File: src/rtl/e203_exu_trap_ctrl.sv
// Commit-stage trap controller: resolves irq/exception/mret per commit, drives CSR strobes and IFU flush.
// Latency: accept in N, all cmt_* and flush outputs registered in N+1. Optional E203_TRAP_VECTORED_EN.
// Backpressure: cmt_i_ready low from N+1 of a trap/mret until the cycle after pipe_flush_ack.
module e203_exu_trap_ctrl #(
    parameter int PC_SIZE = 32
) (
    input  logic               clk,
    input  logic               rst,

    input  logic               cmt_i_valid,
    output logic               cmt_i_ready,
    input  logic [PC_SIZE-1:0] cmt_i_pc,
    input  logic               cmt_i_ilegl,
    input  logic               cmt_i_ebreak,
    input  logic               cmt_i_ecall,
    input  logic               cmt_i_misalgn_ld,
    input  logic               cmt_i_misalgn_st,
    input  logic [PC_SIZE-1:0] cmt_i_badaddr,
    input  logic               cmt_i_mret,

    input  logic               ext_irq_r,
    input  logic               sft_irq_r,
    input  logic               tmr_irq_r,
    input  logic               status_mie_r,
    input  logic               mie_meie_r,
    input  logic               mie_msie_r,
    input  logic               mie_mtie_r,
    input  logic [PC_SIZE-1:0] csr_mtvec_r,
    input  logic [PC_SIZE-1:0] csr_epc_r,
    input  logic               dbg_mode,

    output logic [PC_SIZE-1:0] cmt_epc,
    output logic [PC_SIZE-1:0] cmt_badaddr,
    output logic [PC_SIZE-1:0] cmt_cause,
    output logic               cmt_epc_ena,
    output logic               cmt_badaddr_ena,
    output logic               cmt_cause_ena,
    output logic               cmt_status_ena,
    output logic               cmt_mret_ena,
    output logic               cmt_instret_ena,
    output logic               nonflush_cmt_ena,

    output logic               pipe_flush_req,
    output logic [PC_SIZE-1:0] pipe_flush_pc,
    input  logic               pipe_flush_ack
);

    typedef enum logic {
        IDLE       = 1'b0,
        FLUSH_WAIT = 1'b1
    } state_t;

    state_t state;

    logic               cmt_hsk;
    logic               irq_glb_en;
    logic               irq_take;
    logic [3:0]         irq_code;
    logic               exc_take;
    logic               exc_misalgn;
    logic [3:0]         exc_code;
    logic               trap_take;
    logic [3:0]         trap_code;
    logic [PC_SIZE-1:0] trap_cause;
    logic [PC_SIZE-1:0] trap_base;
    logic [PC_SIZE-1:0] trap_target;
    logic               unused_mtvec;

    assign cmt_i_ready = (state == IDLE);
    assign cmt_hsk     = cmt_i_valid & cmt_i_ready;

    // Interrupts are masked globally by mstatus.MIE and whenever the core is in debug mode.
    assign irq_glb_en = status_mie_r & ~dbg_mode;

    always_comb begin
        irq_take = 1'b1;
        irq_code = 4'd0;
        if (irq_glb_en & ext_irq_r & mie_meie_r) begin
            irq_code = 4'd11;
        end else if (irq_glb_en & sft_irq_r & mie_msie_r) begin
            irq_code = 4'd3;
        end else if (irq_glb_en & tmr_irq_r & mie_mtie_r) begin
            irq_code = 4'd7;
        end else begin
            irq_take = 1'b0;
        end
    end

    always_comb begin
        exc_take    = 1'b1;
        exc_misalgn = 1'b0;
        exc_code    = 4'd0;
        if (cmt_i_ilegl) begin
            exc_code = 4'd2;
        end else if (cmt_i_ebreak) begin
            exc_code = 4'd3;
        end else if (cmt_i_ecall) begin
            exc_code = 4'd11;
        end else if (cmt_i_misalgn_ld) begin
            exc_code    = 4'd4;
            exc_misalgn = 1'b1;
        end else if (cmt_i_misalgn_st) begin
            exc_code    = 4'd6;
            exc_misalgn = 1'b1;
        end else begin
            exc_take = 1'b0;
        end
    end

    assign trap_take  = irq_take | exc_take;
    assign trap_code  = irq_take ? irq_code : exc_code;
    assign trap_cause = {irq_take, {(PC_SIZE-5){1'b0}}, trap_code};
    assign trap_base  = {csr_mtvec_r[PC_SIZE-1:2], 2'b00};

`ifdef E203_TRAP_VECTORED_EN
    // Vectored mode only offsets interrupts; synchronous exceptions always land on the base.
    assign trap_target = (irq_take & csr_mtvec_r[0])
                       ? trap_base + {{(PC_SIZE-6){1'b0}}, irq_code, 2'b00}
                       : trap_base;
`else
    assign trap_target = trap_base;
`endif

    assign unused_mtvec = ^csr_mtvec_r[1:0];

    always_ff @(posedge clk) begin
        if (rst) begin
            state            <= IDLE;
            cmt_epc          <= '0;
            cmt_badaddr      <= '0;
            cmt_cause        <= '0;
            cmt_epc_ena      <= 1'b0;
            cmt_badaddr_ena  <= 1'b0;
            cmt_cause_ena    <= 1'b0;
            cmt_status_ena   <= 1'b0;
            cmt_mret_ena     <= 1'b0;
            cmt_instret_ena  <= 1'b0;
            nonflush_cmt_ena <= 1'b0;
            pipe_flush_req   <= 1'b0;
            pipe_flush_pc    <= '0;
        end else begin
            cmt_epc_ena      <= 1'b0;
            cmt_badaddr_ena  <= 1'b0;
            cmt_cause_ena    <= 1'b0;
            cmt_status_ena   <= 1'b0;
            cmt_mret_ena     <= 1'b0;
            cmt_instret_ena  <= 1'b0;
            nonflush_cmt_ena <= 1'b0;
            case (state)
                IDLE: begin
                    if (cmt_hsk) begin
                        if (trap_take) begin
                            // Trapped instruction does not retire; badaddr only moves on exceptions.
                            cmt_epc_ena     <= 1'b1;
                            cmt_cause_ena   <= 1'b1;
                            cmt_status_ena  <= 1'b1;
                            cmt_badaddr_ena <= ~irq_take;
                            cmt_epc         <= cmt_i_pc;
                            cmt_cause       <= trap_cause;
                            if (!irq_take) begin
                                cmt_badaddr <= exc_misalgn ? cmt_i_badaddr : '0;
                            end
                            pipe_flush_req  <= 1'b1;
                            pipe_flush_pc   <= trap_target;
                            state           <= FLUSH_WAIT;
                        end else if (cmt_i_mret) begin
                            cmt_mret_ena     <= 1'b1;
                            cmt_instret_ena  <= 1'b1;
                            nonflush_cmt_ena <= 1'b1;
                            pipe_flush_req   <= 1'b1;
                            pipe_flush_pc    <= csr_epc_r;
                            state            <= FLUSH_WAIT;
                        end else begin
                            cmt_instret_ena  <= 1'b1;
                            nonflush_cmt_ena <= 1'b1;
                        end
                    end
                end
                FLUSH_WAIT: begin
                    if (pipe_flush_ack) begin
                        pipe_flush_req <= 1'b0;
                        state          <= IDLE;
                    end
                end
                default: state <= IDLE;
            endcase
        end
    end

endmodule

File: config.mk
export PLATFORM = sky130hd
export DESIGN_NAME = e203_exu_trap_ctrl
export DESIGN_NICKNAME = d
export VERILOG_FILES = /design/src/rtl/e203_exu_trap_ctrl.sv
export SDC_FILE = /design/constraint.sdc
export NUM_CORES = 1
export LEC_CHECK = 0
export ABC_AREA = 1
export CAP_MARGIN = 20
export CORE_MARGIN = 1.5
export CORE_UTILIZATION = 38
export DETAILED_ROUTE_END_ITERATION = 8
export GPL_ROUTABILITY_DRIVEN = 0
export PLACE_DENSITY_LB_ADDON = 0.05
export SYNTH_ARGS = -nofsm -noshare
export SYNTH_HDL_FRONTEND = slang
export SYNTH_SLANG_ARGS = --single-unit
File: constraint.sdc
create_clock -name clk -period 1.75 [get_ports clk]
set_clock_uncertainty 0.1 [all_clocks]
set_input_delay 0.175 -clock clk [delete_from_list [all_inputs] [get_ports clk]]
set_output_delay 0.175 -clock clk [all_outputs]
set_load 0.1 [all_outputs]
==> results of run 1 <==
==> cells in the final DEF, fill, tap and decap left out, drive strengths merged, types with 4 or more instances in the layout <==
master         synthesis  layout
a21oi                  4       4
buf                   55     144
clkbuf                24      12
clkdlybuf4s50          0     143
clkinvlp               0       4
conb                   1      27
dfxtp                107     107
inv                   47      47
nand2                148     148
nand3                 69      69
nand4                 31      31
nor2                 136     136
o21ai                 67      67
==> sequential cells by signal, indices dropped and copies added, names as in the netlist <==
name and flops:
cmt_badaddr 32, cmt_epc 32, pipe_flush_pc 32, cmt_cause 5, cmt_badaddr_ena 1, cmt_mret_ena 1
cmt_status_ena 1, nonflush_cmt_ena 1, pipe_flush_req 1, state 1
==> where the power goes <==
part,switching (W),internal [W],total [W]
Clock,0.000927,0.00102,0.00194
Combinational,0.00191,0.00108,0.00299
Sequential,0.000161,0.00259,0.00275
==> per-stage QoR <==
stage / TNS [ns] / setup WS (ns) / total power (W) / hold slack, ns
3_5_place_dp: -20.94 / -0.307 / 0.00580 / 0.378
6_report: 0 / 0.173 / 0.00768 / 0.274
4_1_cts: 0 / 0.0605 / 0.00774 / 0.263
2_1_floorplan: -0.340 / -0.00751 / 0.00463 / 0.137
5_1_grt: 0 / 0.0174 / 0.00796 / 0.272
3_3_place_gp: -18.35 / -0.228 / 0.00576 / 0.369
==> worst reg2reg max path, cell delays in order, from the launching register on <==
cell	delay [ns]
dfxtp_2	0.37
clkinvlp_4	0.13
nand2_2	0.10
inv_2	0.06
buf_4	0.14
nand2_1	0.12
buf_12	0.20
nand3_1	0.12
nand2_1	0.09
nor2_1	0.04
==> worst max path at each step <==
stage	from	endpoint	slack (ns)	cells past startpoint
final	dbg_mode	cmt_badaddr[2]$_SDFFE_PP0P_	0.17	9
after global routing	state$_SDFF_PP0_	cmt_badaddr[2]$_SDFFE_PP0P_	0.02	8
after CTS	dbg_mode	cmt_badaddr[2]$_SDFFE_PP0P_	0.06	9
after detailed placement	dbg_mode	cmt_badaddr[2]$_SDFFE_PP0P_	-0.31	9
after global placement	cmt_i_misalgn_ld	cmt_epc[3]$_SDFFE_PP0P_	-0.23	9
after floorplan	state$_SDFF_PP0_	pipe_flush_pc[26]$_SDFFE_PP0P_	-0.008	9
==> kinds of logic after synthesis <==
| group | synth area share |
|---|---|
| other | 0.000773 |
| buffers and inverters | 0.138 |
| AOI/OAI and AO/OA | 0.0748 |
| and+or+nand+nor | 0.344 |
| DFF | 0.442 |
==> routing by layer <==
layer,part of all wire,track usage,wire length (µm)
met4,0.019,0.0756,302
met5,0,0,0
met3,0.080,0.0748,1260
met1,0.38,0.246,6000
met2,0.52,0.427,8130
==> area by class of cell <==
type                    instances  area [µm²]  share of cell area
clock buffers                  12         246              0.0276
clock inverters                 4        33.8             0.00378
inverters                      47         183              0.0205
multi-input cells             486        2140               0.240
flip-flops and latches        107        2140               0.240
well taps                     172         215              0.0241
repair buffers                287        3970               0.444
==> results.toml, run 1 <==
[drt]
wl_per_cell_um = 14.1
ant_nets = 0
wl_um = 15700
route.vias.total = 5242
vias_per_cell = 4.70
drt_first_pass_iters = 4
drcViolationCount = 0
drt_iter0_drc = 317

[placed_design]
portBuffers = 253
hpwl_um = 12000
dp.cells = 1099
placed_area_um2 = 8640

[setup_path]
r2r-end = "pipe_flush_pc[14]$_SDFFE_PP0P_"
slowest_delay_ns = 0.49
endpoint_kind = "flop"
critPathArrivalTime_ns = 1.75
cp_top_family = "buffers and inverters"
cp-start-kind = "primary input"
reg2reg_setup_slack_ns = 0.19
crit_type = "in -> reg"
worstPathMaxFanout = 16
reg2reg_depth = 9
slowest_stage = "clkdlybuf4s50_1"
crit_chain = "clkdlybuf4s50_1 > nor2_2 > nand3_2 > buf_4 > nand2_1 > nor2_2 > nand2_2 > buf_12 > o21ai_0"
timing.critical_path.mode_cell = "nor2_2"
critPathBufInv = 3
required_ns = 1.93
rr_startpoint = "state$_SDFF_PP0_"

[sta]
rsz0062_at_grt = "false"
period_minus_slack_ns = 1.58
fmax_mhz = 634
final_max_slew_viol_count = 0
finalHoldViolations = 0
setup_viol = 0
fin_crit_sh = 0.901

[logic_synthesis]
synthesis.instances = 693
ys_types = 25
yosys_warnings = 0
synth-edff-count = 0
yosysTopAreaCellShare = 0.442
yosys.area.top_type = "dfxtp_1"
synthFlopType = "dfxtp_1"
synth_commonest_cells = "144 x nand2_1, 132 x nor2_1, 107 x dfxtp_1"
ys_ff_latch = 107
synthArstFlopShare = 0
syn_area_um2 = 4850
ys_seq_area_frac = 0.442
syn_avg_cell_area_um2 = 7.00
ys_top_cells_by_area = "dfxtp_1 44%, nand2_1 11%, nor2_1 10%"
synth_most_common_cell = "nand2_1"

[clock_network]
h-tree-depth = 3
cts_resized = 0
cts_sinks = 107
postCtsSetupRepairBufs = 0
cts_tree = "yes"
cts-root-buf = "clkbuf_16"
cts_hold_buffers = 0
numCtsBuffers = 9
path_clk_slew_ns = 0.07
clockBufferDepth = 2
clk_latency_ns = 0.35

[layout]
syn_to_final_growth_pct = 84.1
insertedDiodeCount = 0
post-route-util = 0.713
nNetsFinal = 1084
fin_cells = 1115
fin_area_um2 = 8930
fillCellCount = 1017
drive_gt1_frac = 0.188

[pwr]
ir_drop_mv = 0.529
powerDensity_nw_per_um2 = 860
leakagePower_nw = 3.86

[floorplan]
fp.dieH_um = 116
die-area_um2 = 13400
core.rowCount = 41
io_pins = 283
core_area_um2 = 12500
die_w_um = 116
initial_utilization = 0.387

[grt]
antenna_found_initial = 0
grt_pass1_wl_um = 24100
grt_start_max_net_pins = 69
grt_pass1_vias = 4841
track_usage = 0.230
overflow = 0

[hold_path]
holdPathStages = 3
whs_endpoint = "cmt_badaddr[14]$_SDFFE_PP0P_"
hp-start = "cmt_i_badaddr[14]"
min_path_type = "in -> reg"

[job]
drv_cap = 0

[outcome]
status = "finished, final reports clean"
Power figures use the tool's default switching activity.
==> run 2: changes to the inputs <==
Settings changed: CAP_MARGIN 20 to 40.
==> results of run 2 <==
The final DEF is identical to that of run 1; final timing and power are the same.
==> run 3: changes to the inputs <==
Settings changed: CTS_CLUSTER_SIZE from default to 16.
==> results of run 3 <==
The final DEF is identical to that of run 1; final timing and power are the same.
